`config.mk`:
```
export PLATFORM = sky130hd
export DESIGN_NAME = i2c_slave_stream
export DESIGN_NICKNAME = d
export VERILOG_FILES = /design/src/rtl/i2c_pkg.sv /design/src/rtl/i2c_line_filter.sv /design/src/rtl/i2c_slave_stream.sv
export SDC_FILE = /design/constraint.sdc
export NUM_CORES = 1
export LEC_CHECK = 0
export CORE_MARGIN = 2
export CORE_UTILIZATION = 55
export CTS_CLUSTER_DIAMETER = 80
export DETAILED_ROUTE_END_ITERATION = 7
export DONT_BUFFER_PORTS = 1
export PLACE_DENSITY = 0.69
export SLEW_MARGIN = 20
export SYNTH_ARGS = -nofsm -noshare
export SYNTH_HDL_FRONTEND = slang
export SYNTH_SLANG_ARGS = --single-unit
```
`constraint.sdc`:
```
create_clock -name clk -period 2.4 [get_ports clk]
set_input_delay 0.24 -clock clk [delete_from_list [all_inputs] [get_ports clk]]
set_output_delay 0.24 -clock clk [all_outputs]
set_load 0.01 [all_outputs]
```
`src/rtl/i2c_pkg.sv`:
```
// i2c_pkg: shared states and constants for the I2C target
package i2c_pkg;
  typedef enum logic [3:0] {
    IDLE, ADDR, ACK_OUT, RX, RX_ACK, TX_LOAD, TX, TX_ACK_IN, WAIT_STOP
  } state_t;
  localparam logic [6:0] ADDR_GCALL = 7'h00;
  localparam logic [2:0] BYTE_MSB = 3'd7;
  localparam logic ACK = 1'b0;
  localparam logic NACK = 1'b1;
endpackage

```
`src/rtl/i2c_line_filter.sv`:
```
// i2c_line_filter: 2-flop synchroniser, FILTER_LEN-sample glitch filter and edge strobes
module i2c_line_filter #(
  parameter int FILTER_LEN = 3
) (
  input  logic clk,
  input  logic reset,
  input  logic line_i,
  output logic level_o,
  output logic rise_o,
  output logic fall_o
);
  logic s1_q, s2_q, lvl_q, rise_q, fall_q;
  logic [3:0] cnt_q;
  always_ff @(posedge clk) begin
    if (reset) begin
      s1_q <= 1'b1;
      s2_q <= 1'b1;
      lvl_q <= 1'b1;
      cnt_q <= '0;
      rise_q <= 1'b0;
      fall_q <= 1'b0;
    end else begin
      s1_q <= line_i;
      s2_q <= s1_q;
      rise_q <= 1'b0;
      fall_q <= 1'b0;
      if (s2_q == lvl_q) cnt_q <= '0;
      else if (cnt_q == 4'(FILTER_LEN - 1)) begin
        lvl_q <= s2_q;
        rise_q <= s2_q;
        fall_q <= !s2_q;
        cnt_q <= '0;
      end else cnt_q <= cnt_q + 4'd1;
    end
  end
  assign level_o = lvl_q;
  assign rise_o = rise_q;
  assign fall_o = fall_q;
endmodule

```
`src/rtl/i2c_slave_stream.sv`:
```
// i2c_slave_stream: I2C target with filtered inputs, byte-stream rx/tx handshakes and optional clock stretching
module i2c_slave_stream
  import i2c_pkg::*;
#(
  parameter logic [6:0] DEFAULT_ADDR = 7'h50,
  parameter int FILTER_LEN = 3,
  parameter bit STRETCH_EN = 1'b1,
  parameter bit GCALL_EN = 1'b0
) (
  input  logic       clk,
  input  logic       reset,
  input  logic       scl_in,
  output logic       scl_oe,
  input  logic       sda_in,
  output logic       sda_oe,
  input  logic [6:0] address,
  input  logic       address_latch,
  output logic [7:0] rx_data,
  output logic       rx_valid,
  input  logic       rx_ready,
  input  logic [7:0] tx_data,
  input  logic       tx_valid,
  output logic       tx_ready,
  output logic       rw,
  output logic       busy,
  output logic       selected,
  output logic       stop_pulse,
  output logic       overrun,
  output logic       underrun
);
  state_t state_q;
  logic [7:0] shreg_q, rx_data_q;
  logic [6:0] dev_q;
  logic [2:0] cnt_q;
  logic scl_oe_q, sda_oe_q, rx_valid_q, rw_q, busy_q, selected_q;
  logic tx_ready_q, stop_q, overrun_q, underrun_q;
  logic scl_lvl, scl_rise, scl_fall, sda_lvl, sda_rise, sda_fall;
  logic start_c, stop_c, match_c, rx_full_c;
  i2c_line_filter #(.FILTER_LEN(FILTER_LEN)) u_scl (
    .clk(clk), .reset(reset), .line_i(scl_in),
    .level_o(scl_lvl), .rise_o(scl_rise), .fall_o(scl_fall)
  );
  i2c_line_filter #(.FILTER_LEN(FILTER_LEN)) u_sda (
    .clk(clk), .reset(reset), .line_i(sda_in),
    .level_o(sda_lvl), .rise_o(sda_rise), .fall_o(sda_fall)
  );
  // our own SDA drive must never be mistaken for a bus condition
  assign start_c = !sda_oe_q && scl_lvl && sda_fall;
  assign stop_c = !sda_oe_q && scl_lvl && sda_rise;
  assign match_c = (shreg_q[6:0] == dev_q) ||
                   (GCALL_EN && shreg_q[6:0] == ADDR_GCALL && sda_lvl == 1'b0);
  assign rx_full_c = rx_valid_q && !rx_ready;
  always_ff @(posedge clk) begin
    if (reset) begin
      state_q <= IDLE;
      shreg_q <= '0;
      rx_data_q <= '0;
      dev_q <= DEFAULT_ADDR;
      cnt_q <= BYTE_MSB;
      {scl_oe_q, sda_oe_q, rx_valid_q, rw_q, busy_q, selected_q} <= '0;
      {tx_ready_q, stop_q, overrun_q, underrun_q} <= '0;
    end else begin
      {tx_ready_q, stop_q, overrun_q, underrun_q} <= '0;
      if (address_latch) dev_q <= address;
      if (rx_valid_q && rx_ready) rx_valid_q <= 1'b0;
      if (start_c) begin
        state_q <= ADDR;
        cnt_q <= BYTE_MSB;
        busy_q <= 1'b1;
        selected_q <= 1'b0;
        scl_oe_q <= 1'b0;
      end else if (stop_c) begin
        state_q <= IDLE;
        {scl_oe_q, sda_oe_q, busy_q, selected_q} <= '0;
        stop_q <= 1'b1;
      end else begin
        case (state_q)
          ADDR: if (scl_rise) begin
            shreg_q <= {shreg_q[6:0], sda_lvl};
            cnt_q <= cnt_q - 3'd1;
            if (cnt_q == 3'd0) begin
              state_q <= match_c ? ACK_OUT : WAIT_STOP;
              if (match_c) begin
                rw_q <= sda_lvl;
                selected_q <= 1'b1;
              end
            end
          end
          // first fall drives the ACK, the second one ends the 9th period
          ACK_OUT: if (scl_fall) begin
            sda_oe_q <= !sda_oe_q;
            if (sda_oe_q) begin
              cnt_q <= BYTE_MSB;
              state_q <= rw_q ? TX_LOAD : RX;
            end
          end
          RX: if (scl_rise) begin
            shreg_q <= {shreg_q[6:0], sda_lvl};
            cnt_q <= cnt_q - 3'd1;
            if (cnt_q == 3'd0) state_q <= RX_ACK;
          end
          RX_ACK: if (scl_fall || scl_oe_q) begin
            if (!rx_full_c) begin
              rx_data_q <= shreg_q;
              rx_valid_q <= 1'b1;
              sda_oe_q <= 1'b1;
              scl_oe_q <= 1'b0;
              state_q <= ACK_OUT;
            end else if (STRETCH_EN) scl_oe_q <= 1'b1;
            else begin
              overrun_q <= 1'b1;
              state_q <= WAIT_STOP;
            end
          end
          TX_LOAD: if (tx_valid) begin
            shreg_q <= tx_data;
            tx_ready_q <= 1'b1;
            sda_oe_q <= !tx_data[7];
            scl_oe_q <= 1'b0;
            cnt_q <= BYTE_MSB;
            state_q <= TX;
          end else if (STRETCH_EN) scl_oe_q <= 1'b1;
          else begin
            shreg_q <= 8'hFF;
            underrun_q <= 1'b1;
            sda_oe_q <= 1'b0;
            cnt_q <= BYTE_MSB;
            state_q <= TX;
          end
          TX: if (scl_fall) begin
            if (cnt_q == 3'd0) begin
              sda_oe_q <= 1'b0;
              state_q <= TX_ACK_IN;
            end else begin
              cnt_q <= cnt_q - 3'd1;
              shreg_q <= shreg_q << 1;
              sda_oe_q <= !shreg_q[6];
            end
          end
          TX_ACK_IN: if (scl_rise && sda_lvl == NACK) state_q <= WAIT_STOP;
          else if (scl_fall) state_q <= TX_LOAD;
          default: ;
        endcase
      end
    end
  end
  assign scl_oe = scl_oe_q;
  assign sda_oe = sda_oe_q;
  assign rx_data = rx_data_q;
  assign rx_valid = rx_valid_q;
  assign tx_ready = tx_ready_q;
  assign rw = rw_q;
  assign busy = busy_q;
  assign selected = selected_q;
  assign stop_pulse = stop_q;
  assign overrun = overrun_q;
  assign underrun = underrun_q;
endmodule

```
==> results.yml <==
critical_path:
  reg2reg_from: "state_q[2]"
  critPathKind: "reg -> reg"
  critPathBufInv: 0
  reg2regPathDepth: 5
  crit_family: "simple AND/OR/NAND/NOR gates"
  cpPeakStageDelay_ns: 0.66
  cp_max_fo: 17
  end_kind: "register"
  r2r_end: "rx_data[2]"
  crit_path_top_delay_cell: "dfxtp_1"
  cp.arrival_ns: 2.23
  worst_ep_required_time_ns: 2.58
  crit_path_cell_trace: "nor4b_4, nand2_1, nor3_4, mux2i_1, nor2_1"
  ff2ff_setup_slack_ns: 0.35
  cp-start-kind: "register"
global_route:
  antenna_found_initial: 0
  grt_pass1_wl_um: 9350
  grt_max_degree: 30
  grt_usage: 0.216
  first_global_vias: 1957
  grt_overflow: 0
drt:
  drt-pass1-iter-count: 4
  drc: 0
  ant_nets: 0
  wl_per_cell_um: 14.8
  drt_iter0_drc: 119
  num_vias: 2000
  wirelength_um: 5350
  viasPerCell: 5.52
place:
  portBuffers: 0
  hpwl_um: 3790
  place_area_mm2: 0.00282
  globalplace.congestion: 0.927
floorplanning:
  io_pins: 40
  die-area_mm2: 0.00564
  row_count: 25
  fp.coreArea_mm2: 0.00479
  initial_core_util: 0.581
  fp.dieW_um: 75.1
  die_h_um: 75.1
cells_and_area:
  area_growth_pct: 6.52
  final_common_cell: "dfxtp_1"
  final_area_mm2: 0.00296
  fin_nets: 323
  layout_common_cells: "dfxtp_1, nor2_1, mux2i_1"
  antenna_cells: 0
  drive_gt1_frac: 0.115
power:
  combPwrFrac: 0.028
  pwr-share-seq: 0.558
  clockPowerShare: 0.415
  p_int_w: 0.00137
  p_leak_nw: 1.16
  power_density_mw_per_mm2: 574
  power_switching_w: 0.000327
  peakVddDrop_mv: 0.452
  fin_total_pwr_w: 0.00170
  netSwitchingFraction: 0.192
yosys:
  ys_warn_count: 0
  ys.flop_type: "dfxtp_1"
  netlist_instances: 297
  synth.distinct_cells: 55
  synth_edf_count: 0
  synth_area_mm2: 0.00278
  yosysSeqAreaShare: 0.403
  async_flop_share: 0
  synth.avg_cell_area_um2: 9.37
  ys_seq_elements: 56
sta:
  max_freq_mhz: 489
  tns_ns: 0
  setup_violations: 0
  tightest_slew_ns: 0.654
  timing.final.hold_violations: 0
  rsz0062_at_grt: "false"
  slew_headroom: 0.563
  fin_crit_sh: 0.852
  clock_skew_ns: 0.00714
  period_minus_slack_ns: 2.05
  slew_viol_final: 0
clocking:
  cts-root-buf: "clkbuf_8"
  clkTransAtPathRegs_ns: 0.10
  clockBufferDepth: 2
  clock_latency_ns: 0.31
  cts_tree: "built"
  cts_buffers: 5
  cts.sinks: 56
  post-cts-setup-buffers: 0
  cts_max_level: 2
min_path:
  min_from: "tx_valid"
  min_delay_path_depth: 2
  min-delay-path-class: "in -> reg"
  min_to: "tx_ready"
flow_run:
  cap_violations: 0
outcome:
  status: "complete, no violations"
## cell type report
type                    instances  area, µm²
multi-input cells             218       1560
inverters                       8       30.0
repair buffers                  6       45.0
well taps                      67       83.8
clock inverters                 2       60.1
clock buffers                   5       68.8
flip-flops and latches         56       1120
fillers                       437       1820
## power groups by stage
stage / Sequential (W) / Combinational (W) / Clock, W
3_5_place_dp: 0.000970 / 0.0000371 / 0
3_3_place_gp: 0.000970 / 0.0000359 / 0
4_1_cts: 0.000949 / 0.0000480 / 0.000725
6_report: 0.000948 / 0.0000468 / 0.000705
5_1_grt: 0.000951 / 0.0000528 / 0.000756
2_1_floorplan: 0.000968 / 0.0000456 / 0
## cell usage after synthesis (2+ instances only)
cell type	number	area, µm²
nor4b_1	4	35.0
buf_2	4	20.0
nand3b_1	3	22.5
nand2b_1	4	25.0
nor2b_1	10	62.6
or2_2	7	43.8
o21ai_1	2	10.0
nand2_1	21	78.8
nand4_1	3	18.8
clkbuf_1	8	30.0
nor2_1	44	165
a211o_1	2	17.5
inv_1	7	26.3
and2_1	3	18.8
o21ai_0	3	15.0
xor2_1	2	17.5
nor3b_1	2	15.0
a22oi_1	2	15.0
dfxtp_1	56	1120
nand3_1	7	35.0
nor3_4	2	32.5
a21o_1	3	22.5
xnor2_1	12	105
mux2i_1	25	250
nor4_1	2	12.5
a211oi_1	4	30.0
a21oi_1	11	55.1
nor3_1	2	10.0
buf_4	4	30.0
mux2_1	7	78.8
a211oi_2	2	25.0
ha_1	6	75.1
## registers in the layout, indices dropped and copies added (netlist names), 3 cells and up
signal,count
cnt_q,3
dev_q,7
rx_data,8
shreg_q,8
state_q,4
u_scl.cnt_q,4
u_sda.cnt_q,4
## metrics by stage
stage,cells,utilization,hold WS (ns),setup WS [ns]
2_1_floorplan,298,-,0.344,0.698
5_1_grt,362,0.619,0.0184,0.130
4_1_cts,362,0.620,0.0215,0.335
3_3_place_gp,353,0.589,0.311,0.444
6_report,362,0.619,0.0304,0.355
3_5_place_dp,353,0.589,0.311,0.419
## timing repair
action,CTS,global route
endpoints found under the hold margin,29,0
hold buffers,2,0
gates resized for setup,0,0
setup endpoints to repair,0,0
## worst reg2reg max path, cell delays in order, from the launching register on
cell and delay, ns:
dfxtp_1 0.66, nor4b_4 0.39, nand2_1 0.14, nor3_4 0.42, mux2i_1 0.26, nor2_1 0.05
## per-layer routing
metal	vias to the layer above	global-route usage	wire length, µm
met5	-	0	0
met4	0	0.0780	61
met3	7	0.0509	270
met2	50	0.356	2610
met1	924	0.277	2420
li1	1019	-	-
## kinds of logic after synthesis
group | count (synthesis) | share of synthesized area
AND/OR/NAND/NOR | 124 | 0.253
flip-flops | 56 | 0.403
AO/OA/AOI/OAI | 39 | 0.110
multiplexers | 33 | 0.122
buffers and inverters | 24 | 0.0396
XOR/XNOR | 14 | 0.0441
adder cells (fa/ha/maj) | 6 | 0.0270
other | 1 | 0.00135
## how the worst max path moves through the flow
stage,start,endpoint,slack (ns),cells past startpoint
after floorplan,cnt_q[0],rw,0.70,8
final,state_q[2],rx_data[2],0.35,5
after detailed placement,state_q[0],state_q[3],0.42,5
after CTS,state_q[1],state_q[0],0.33,5
after global placement,state_q[1],state_q[0],0.44,5
after global routing,state_q[2],rx_data[3],0.13,5
No activity file was read; power rests on OpenSTA's default activity.
